## config.mk

```make
export PLATFORM = sky130hd
export DESIGN_NAME = countdown_display_ctrl
export DESIGN_NICKNAME = d
export VERILOG_FILES = /design/src/rtl/countdown_display_ctrl_pkg.sv /design/src/rtl/countdown_display_ctrl_bin_to_7seg.sv /design/src/rtl/countdown_display_ctrl.sv
export SDC_FILE = /design/constraint.sdc
export NUM_CORES = 1
export LEC_CHECK = 0
export ABC_AREA = 1
export BUFFER_PORTS_ARGS = -buffer_cell sky130_fd_sc_hd__buf_4
export CAP_MARGIN = 20
export CORE_UTILIZATION = 30
export CTS_CLUSTER_SIZE = 8
export DETAILED_ROUTE_END_ITERATION = 10
export SYNTH_ARGS = -nofsm -noshare
export SYNTH_HDL_FRONTEND = slang
export SYNTH_SLANG_ARGS = --single-unit
export TNS_END_PERCENT = 5
```

## constraint.sdc

```tcl
create_clock -name clk -period 5.1 [get_ports clk]
set_input_delay 0.255 -clock clk [delete_from_list [all_inputs] [get_ports clk]]
set_output_delay 0.255 -clock clk [all_outputs]
set_load 0.005 [all_outputs]
```

## src/rtl/countdown_display_ctrl_pkg.sv

```systemverilog
// Shared types and constants for the countdown timer with a two-digit
// multiplexed seven-segment display.
package countdown_display_ctrl_pkg;

    // Countdown controller states
    typedef enum logic [1:0] {
        ST_IDLE = 2'd0,
        ST_RUN  = 2'd1,
        ST_HOLD = 2'd2
    } state_t;

    // Largest value the two-digit display can show
    localparam logic [6:0] MAX_COUNT = 7'd99;

    // All segments off
    localparam logic [6:0] SEG_BLANK = 7'b0000000;

    // Scan slot index values
    localparam logic DIGIT_ONES = 1'b0;
    localparam logic DIGIT_TENS = 1'b1;

    // Saturate a requested start value to what the display can show
    function automatic logic [6:0] clamp_count(input logic [6:0] value);
        return (value > MAX_COUNT) ? MAX_COUNT : value;
    endfunction

endpackage

```

## src/rtl/countdown_display_ctrl_bin_to_7seg.sv

```systemverilog
// BCD digit to active-high seven-segment pattern (bit0=a ... bit6=g).
// Codes 10..15 never occur in this design and are mapped to dark.
module bin_to_7seg
    import countdown_display_ctrl_pkg::*;
(
    input  logic [3:0] bin,
    output logic [6:0] seg
);

    // Pure lookup of the segment pattern for one decimal digit
    always_comb begin
        seg = SEG_BLANK;
        case (bin)
            4'd0:    seg = 7'b0111111;
            4'd1:    seg = 7'b0000110;
            4'd2:    seg = 7'b1011011;
            4'd3:    seg = 7'b1001111;
            4'd4:    seg = 7'b1100110;
            4'd5:    seg = 7'b1101101;
            4'd6:    seg = 7'b1111101;
            4'd7:    seg = 7'b0000111;
            4'd8:    seg = 7'b1111111;
            4'd9:    seg = 7'b1101111;
            default: seg = SEG_BLANK;
        endcase
    end

endmodule

```

## src/rtl/countdown_display_ctrl.sv

```systemverilog
// Seconds countdown (0..99) with pause, done pulse and a two-digit
// time-multiplexed seven-segment driver with leading-zero blanking.
// The display scan runs free and is independent of the countdown.
module countdown_display_ctrl
    import countdown_display_ctrl_pkg::*;
#(
    parameter int TICK_DIV = 50000000,
    parameter int SCAN_DIV = 50000
) (
    input  logic       clk,
    input  logic       rst,
    input  logic       load,
    input  logic [6:0] load_val,
    input  logic       pause,
    input  logic       blank,
    output logic [6:0] count,
    output logic       busy,
    output logic       done,
    output logic [6:0] seg,
    output logic [1:0] dig_sel
);

    localparam int TICK_W = (TICK_DIV > 1) ? $clog2(TICK_DIV) : 1;
    localparam int SCAN_W = (SCAN_DIV > 1) ? $clog2(SCAN_DIV) : 1;
    localparam logic [TICK_W-1:0] TICK_LAST = TICK_W'(TICK_DIV - 1);
    localparam logic [SCAN_W-1:0] SCAN_LAST = SCAN_W'(SCAN_DIV - 1);

    state_t            state_reg, state_next;
    logic [6:0]        count_reg;
    logic [TICK_W-1:0] tick_reg;
    logic              done_reg;
    logic [SCAN_W-1:0] scan_reg;
    logic              digit_idx_reg;
    logic [6:0]        seg_reg, seg_next;
    logic [1:0]        dig_sel_reg, dig_sel_next;

    logic              tick_wrap;
    logic              advance;
    logic [3:0]        tens_val, ones_val, dec_in;
    logic [6:0]        seg_dec;
    logic              digit_lit;

    assign tick_wrap = (tick_reg == TICK_LAST);
    // The tick counter only moves in RUN while pause stays low
    assign advance   = (state_reg == ST_RUN) && !pause;

    // State register
    always_ff @(posedge clk) begin
        if (rst) begin
            state_reg <= ST_IDLE;
        end else begin
            state_reg <= state_next;
        end
    end

    // Next-state logic; a load overrides both expiry and pause handling
    always_comb begin
        state_next = state_reg;
        if (load) begin
            if (load_val == 7'd0) begin
                state_next = ST_IDLE;
            end else if (pause) begin
                state_next = ST_HOLD;
            end else begin
                state_next = ST_RUN;
            end
        end else begin
            case (state_reg)
                ST_RUN: begin
                    if (pause) begin
                        state_next = ST_HOLD;
                    end else if (tick_wrap && count_reg == 7'd1) begin
                        state_next = ST_IDLE;
                    end
                end
                ST_HOLD: begin
                    if (!pause) begin
                        state_next = ST_RUN;
                    end
                end
                default: state_next = state_reg;
            endcase
        end
    end

    // State-derived outputs
    always_comb begin
        busy = (state_reg != ST_IDLE);
    end

    // Countdown datapath: second tick divider, remaining count, done pulse
    always_ff @(posedge clk) begin
        if (rst) begin
            count_reg <= 7'd0;
            tick_reg  <= '0;
            done_reg  <= 1'b0;
        end else begin
            done_reg <= 1'b0;
            if (load) begin
                count_reg <= clamp_count(load_val);
                tick_reg  <= '0;
            end else if (advance) begin
                if (tick_wrap) begin
                    tick_reg  <= '0;
                    count_reg <= count_reg - 7'd1;
                    if (count_reg == 7'd1) begin
                        done_reg <= 1'b1;
                    end
                end else begin
                    tick_reg <= tick_reg + TICK_W'(1);
                end
            end
        end
    end

    // Free-running scan divider; flips the active digit at each wrap
    always_ff @(posedge clk) begin
        if (rst) begin
            scan_reg      <= '0;
            digit_idx_reg <= DIGIT_ONES;
        end else if (scan_reg == SCAN_LAST) begin
            scan_reg      <= '0;
            digit_idx_reg <= ~digit_idx_reg;
        end else begin
            scan_reg <= scan_reg + SCAN_W'(1);
        end
    end

    // Decimal split of the live count and selection of the scanned digit
    always_comb begin
        tens_val = 4'(count_reg / 7'd10);
        ones_val = 4'(count_reg % 7'd10);
        dec_in   = (digit_idx_reg == DIGIT_TENS) ? tens_val : ones_val;
    end

    bin_to_7seg u_dec (
        .bin (dec_in),
        .seg (seg_dec)
    );

    // A digit is lit unless blanked or it is a leading zero in the tens slot
    assign digit_lit = !blank && !((digit_idx_reg == DIGIT_TENS) && (tens_val == 4'd0));

    generate
        for (genvar gi = 0; gi < 2; gi++) begin : g_dig_sel
            assign dig_sel_next[gi] = digit_lit && (digit_idx_reg == 1'(gi));
        end
    endgenerate

    // Segment pattern for the current slot
    always_comb begin
        seg_next = digit_lit ? seg_dec : SEG_BLANK;
    end

    // Register the display drive so the pins are glitch-free
    always_ff @(posedge clk) begin
        if (rst) begin
            seg_reg     <= SEG_BLANK;
            dig_sel_reg <= 2'b00;
        end else begin
            seg_reg     <= seg_next;
            dig_sel_reg <= dig_sel_next;
        end
    end

    assign count   = count_reg;
    assign done    = done_reg;
    assign seg     = seg_reg;
    assign dig_sel = dig_sel_reg;

endmodule

```

* Word level (Yosys, flattened, before mapping)
Memories as Yosys holds them, arrays and structs flattened. A register that Yosys moved wholly into a read port is not among the register bits. Cells that the tools add are included.
Word-level totals: register bits 55, ROM bits 112, input port bits 12, output and inout bits 18, logic and storage cells 60, memories kept 1
Memory list:
- (no name shown) | words 16, width 7, rd ports 1, clocked after Yosys merged registers in 1, write ports 0, RTL line countdown_display_ctrl_bin_to_7seg.sv:13 | case (bin)
Cells by class: add/sub/neg operators 3, div/mod/pow operators 2, order comparisons 1, equal/unequal tests 7, multiplexer cells 14, bitwise gates (word level) 4, reductions and logical operators 21
Operators by type and width (number):
- two-way mux 7 bit | 4
- adder 26 x 1 -> 26 bit (second input constant) | 1
- == test 26 bit (second input constant) | 1
- two-way mux 26 bit | 1
- adder 16 x 1 -> 16 bit (second input constant) | 1
- == test 16 bit (second input constant) | 1
- two-way mux 2 bit | 6
- divider 7 x 4 -> 7 bit (second input constant) | 1
- == test 7 x 1 -> 1 bit (second input constant) | 1
- > comparator 7 bit (second input constant) | 1
- logical NOT 7 bit | 1
- modulo 7 x 4 -> 7 bit (second input constant) | 1
- subtractor 7 x 1 -> 7 bit (second input constant) | 1
- logical AND 1 bit | 6
- nonzero test 2 bit | 3
- OR reduction 2 bit | 3
- logical NOT 4 bit | 1
- two-way mux 4 bit | 1
- inequality test 4 x 3 -> 1 bit (second input constant) | 1
- NOT 1 bit | 4
- case mux 2 bit (2 select lines) | 1
- OR reduction 4 bit | 1
- logical NOT 1 bit | 3
- inequality test 3 bit (second input constant) | 1
- 6 further kinds | 6

* Depth between registers and ports, before layout
depth in word-level cells 7, gate-level depth with buffers 26, gate-level depth less buffers 26

* Modules after synthesis
Synthesis repeated with hierarchy kept, for this count alone.
Second synthesis, totals: cells, all modules 517, area, all modules 3507.1 um2
By module, submodules not included:
- countdown_display_ctrl | instances 1, cells an instance 478, area each 3296.9 um2, seq. area each 1241.2 um2
- bin_to_7seg | instances 1, cells an instance 39, area each 210.2 um2, seq. area each 0.0 um2

* Worst setup path before layout
Ideal clock, no wire load.
path type reg2reg, from register count_reg[4] (netlist: count[4]), to register seg_reg[3] (netlist: seg[3]), setup time 0.113 ns, data arrival time 2.522 ns, data required time 4.987 ns, slack 2.466 ns, stages on the path, launching flop included 23, buffers on the path 0, period minus slack after synthesis 2.634 ns, cell sequence dfxtp_1 -> inv_1 -> nand3_1 -> nand3_1 -> nand2_2 -> nand2_4 -> o21ai_2 -> nand3_1 -> nand2_1 -> inv_1 -> ha_1 -> inv_1 -> nand3_2 -> nand3_4 -> nand2_1 -> nand3_1 -> nand2_4 -> inv_1 -> ha_1 -> inv_1 -> nor2_1 -> nor2_1 -> nor2_1
On the way: word-level cells in the longest chain between the ends 7, elaborated cells between the ends (all ways) 9, classes of those cells div: 2; mux: 1; bitwise: 1; reduce/logical: 5
RTL lines:
- start: declaration | RTL line countdown_display_ctrl.sv:29 | logic [6:0] count_reg;
- start signal: assignment | RTL line countdown_display_ctrl.sv:100 | count_reg <= clamp_count(load_val);
- start signal: assignment | RTL line countdown_display_ctrl.sv:105 | count_reg <= count_reg - 7'd1;
- divider 7 x 4 -> 7 bit | RTL line countdown_display_ctrl.sv:131 | tens_val = 4'(count_reg / 7'd10);
- logical NOT 4 bit | RTL line countdown_display_ctrl.sv:142 | assign digit_lit = !blank && !((digit_idx_reg == DIGIT_TENS) && (tens_val == 4'd0));
- logical AND 1 bit | RTL line countdown_display_ctrl.sv:142
- logical NOT 1 bit | RTL line countdown_display_ctrl.sv:142
- logical AND 1 bit | RTL line countdown_display_ctrl.sv:142
- NOT 1 bit (no line)
- OR reduction 2 bit (no line)
- end: declaration | RTL line countdown_display_ctrl.sv:34 | logic [6:0] seg_reg, seg_next;
Several ways; a longest one is shown, not always the timed one. A chain may end at the register's enable or synchronous reset.

* Worst setup path after layout
from register count_reg[4] (netlist: count[4]), to register seg_reg[5] (netlist: seg[5])
The elaborated chain is that of the path after synthesis.

==> out/results.txt <==
In the final design database the tool counted 558 nets. Cell depth of the worst min-delay path: 2. The port buffer count came out at 29. The number of synthesized flops with an enable pin was 0. Pin count of the biggest net entering global routing: 16. The run gives 163 ps as the worst hold slack.

The fraction of layout cells with a size suffix above 1 is 17.1%, and the final total negative setup slack is 0 ps. Once placement finished, the instance area stood at 0.00392 sq mm. The share of synthesized area in the top cell type comes to 35.1%. For the final database, setup skew stands at 10.1 ps. The detailed router finished its first iteration with 186 violations. The top flip-flop cell by instance count after synthesis is dfxtp_1. Data on the critical path arrives at its endpoint at 3180 ps. The cell repeated most along the worst path is inv_1. The half-perimeter wire length after detailed placement was 6070 um; the power density normalized to cell area was 313 mW/mm^2.

After detailed routing, the number of remaining DRC violations is 0. The number of rows in the core area is 39, and the maximum fanout encountered on the critical timing path is 6. Buffers added to address setup during post-CTS repair amount to 0.

Setup violations remaining at the end of the flow were counted as 0. The tools report the endpoint class of the critical path as a flip-flop. The detail route stage leaves a number of antenna-violating nets equal to 0. The count of final max-slew check failures is 0, and the number of cells in the design after placement is 665. Cell at the slowest stage of the critical path: dfxtp_1. The number of cells on the worst reg-to-reg path is 21. The tools report the yosys synthesis warning count as 0.

Max capacitance violation total: 0. The critical path goes through inv_1 > a21boi_2 > nand2_2 > nand2_4 > nand2_1 > o21ai_2 > nand3_1 > nand2_1 > inv_1 > ha_1 > inv_1 > nand3_2 > nand3_4 > nor2_1 > a21oi_2 > inv_1 > ha_1 > inv_1 > nand2_1 > nand3_1 > a21oi_1. The startpoint identified for the worst hold timing path is rst. After synthesis, the cell types taking the most area are dfxtp_1 (35%), nand2_1 (9.0%), inv_1 (7.7%). Before antenna repair, the detailed router went through 4 iterations.

Number of flip-flops in the largest register: 26. The final design instance area without fill was 0.00418 sq mm; the post-synthesis instance area was 0.00353 sq mm. Timing would allow up to 0.336 GHz.

For the number of distinct library cells after synthesis, the log shows 44. Setup repair after global routing left no endpoint under its margin. After synthesis, the largest family of logic cells by area is simple AND/OR/NAND/NOR gates. In this run the clock root is driven by a clkbuf_16.

Of the available clock period, the critical path in the final layout requires 58.3%. The number of endpoints with negative hold slack in the final report was 0. The finished layout holds 680 standard cells, fillers aside.

Critical register-to-register path startpoint: count[4]. The largest total area in the synthesized netlist belongs to dfxtp_1. The hold-critical path endpoint is state_reg[1].

The routed via count divided by cell count works out to 4.80. The floorplan step defined a die boundary enclosing 0.0122 sq mm. Measured along the y axis, the die boundary spans 111 um. The number of antenna diodes in the final layout is 0. The run finished with clean final reports. Once the floorplan was initialized, standard cells occupied 30.8% of the core. The worst-case IR drop observed on VDD is 0.161 mV. The critical path in this run is classified as flip-flop to flip-flop. The clock transition time at the flip-flop clock pins of the worst setup and hold paths was 50 ps; the required time at the endpoint of the critical path was 5310 ps.

Dividing the detail-routed wire length by the instance count gives 11.5 um. The endpoint identified for the worst register-to-register timing path is seg[5]. CTS built an H-tree with a depth of 3. The smallest clock period supported by the final layout is computed as 2970 ps.

Of the total synthesized cell area, the portion taken by XOR and XNOR cells is 0.992%. The logs give 0 for the post-CTS resize count and 1.31 mW for the total power of the final layout. The number of global-route vias before repair is 3,125, and the total overflow reported by the global router is 0. Of the post-synthesis cell area, the part taken by muxes is 0%. Combined global-route utilization of all metal layers: 13.7%. In this run the count of I/O pins placed on the die edge is 30.

The global-route wire length before repair is 14,000 um, and the number of buffer and inverter stages on the critical path is 5. The run gives 496 as the gate count after technology mapping. The nature of the critical path startpoint was a flip-flop.

TritonCTS built the clock tree. The post-synthesis sequential area ratio was 35.1%. The area growth from synthesis to layout works out to 18.5%. The largest stage delay on the critical path came out at 410 ps.

Headroom to the max-slew limit came out at 59.3%. The count of hold-fix buffers inserted at cts is 0, and the share of synthesized flip-flops with an asynchronous set or reset is 0%. After floorplanning, the core was sized to cover 0.0115 sq mm. In this run the static leakage power is 1.72 nW. The tools report the clock buffer count from CTS as 9. The class of the worst hold path is primary input to flip-flop. Flip-flop and latch count after synthesis: 62. The clock passes through at most 2 buffers.

The routed layout has 3,263 vias. The pin slew with the least headroom to its limit came out at 609 ps. The share of synthesized cell area in and, or, nand and nor gates was 37.4%.

Placer congestion estimate: 0.820. Summing the areas of all compound-gate instances in the mapped netlist gives 12.9% of the synthesized area. Slack of the worst reg-to-reg path: 2130 ps. The number of antenna violations at the first check in global routing came out at 0. The routed design has 7840 um of wire. In this design, the largest share of critical-path delay is due to simple AND/OR/NAND/NOR gates.

Counting every net in the synthesized netlist gives 521. Of the total synthesized cell area, the portion taken by full adders, half adders and majority gates is 4.61%. In this run the mean area of a mapped cell was 7.12 sq um. At the later pin of the worst-skew pair, clock insertion delay measures 320 ps.

The die is 111 um wide. For this design, the sink count on the clock tree is 62.
## Yosys cell counts, types with 5 or more instances
library cell	count
a21oi_1	28
dfxtp_1	62
ha_1	13
inv_1	72
inv_2	6
nand2_1	85
nand2_2	14
nand3_1	25
nand3_2	6
nand4_1	12
nor2_1	61
nor2_4	5
nor3_1	15
nor3b_1	10
nor4_1	11
o21a_1	8
o21ai_0	15
## layer usage
| metal | track usage, % | vias to the layer above | routed length, um |
|---|---|---|---|
| met5 | 0 | - | 0 |
| met1 | 18.5 | 1507 | 3970 |
| met3 | 1.32 | 2 | 154 |
| li1 | - | 1714 | - |
| met4 | 5.87 | 0 | 48 |
| met2 | 22.1 | 40 | 3670 |
## layout make-up
type / instances / area, sq um
clock buffers: 11 / 243
clock inverters: 4 / 23.8
fillers: 1197 / 7280
inverters: 81 / 304
multi-input cells: 350 / 1980
flip-flops and latches: 62 / 1240
well taps: 143 / 179
repair buffers: 29 / 218
## placed cells by master (no fill, tap or decap), types with 6 or more instances in the layout
cell and count:
nand2_1 85, inv_1 72, dfxtp_1 62, nor2_1 61
buf_4 29, a21oi_1 28, nand3_1 25, o21ai_0 15
nor3_1 15, nand2_2 14, ha_1 13, nand4_1 12
nor4_1 11, nor3b_1 10, clkbuf_16 9, o21a_1 8
inv_2 6, nand3_2 6
## worst max path at each step
stage	start	to	cells past startpoint	slack, ps
after floorplan	count[4]	seg[3]	22	2470
after global placement	count[4]	seg[1]	22	2310
after detailed placement	count[4]	seg[3]	23	2140
after CTS	count[4]	seg[3]	23	2130
after global routing	count[4]	seg[5]	23	1760
final	count[4]	seg[5]	21	2130
## logic make-up (layout without fill, tap and decap cells)
kind of cell / count (synthesis) / count (layout)
fa+ha+maj: 13 / 13
flops: 62 / 62
xor+xnor: 4 / 4
simple gates: 260 / 260
compound gates: 73 / 73
buf+inv: 84 / 125
## worst register-to-register path, stage by stage (launching register included)
cell and delay, ps:
dfxtp_1 410, inv_1 130, a21boi_2 230, nand2_2 120, nand2_4 110, nand2_1 90
o21ai_2 110, nand3_1 160, nand2_1 120, inv_1 50, ha_1 160, inv_1 80
nand3_2 140, nand3_4 110, nor2_1 50, a21oi_2 190, inv_1 130, ha_1 210
inv_1 70, nand2_1 50, nand3_1 60, a21oi_1 60
## power by group
part / leakage, nW / switching, mW / internal, mW
clock network: 0.135 / 0.205 / 0.337
logic: 1.08 / 0.155 / 0.0964
registers: 0.503 / 0.0136 / 0.504
## per-stage QoR
step           setup slack [ps]  utilization, %
2_1_floorplan              2470               -
6_report                   2130            36.5
3_5_place_dp               2140            34.2
5_1_grt                    1760            36.5
3_3_place_gp               2310            34.2
4_1_cts                    2130            36.5
Power figures use the tool's default switching activity.
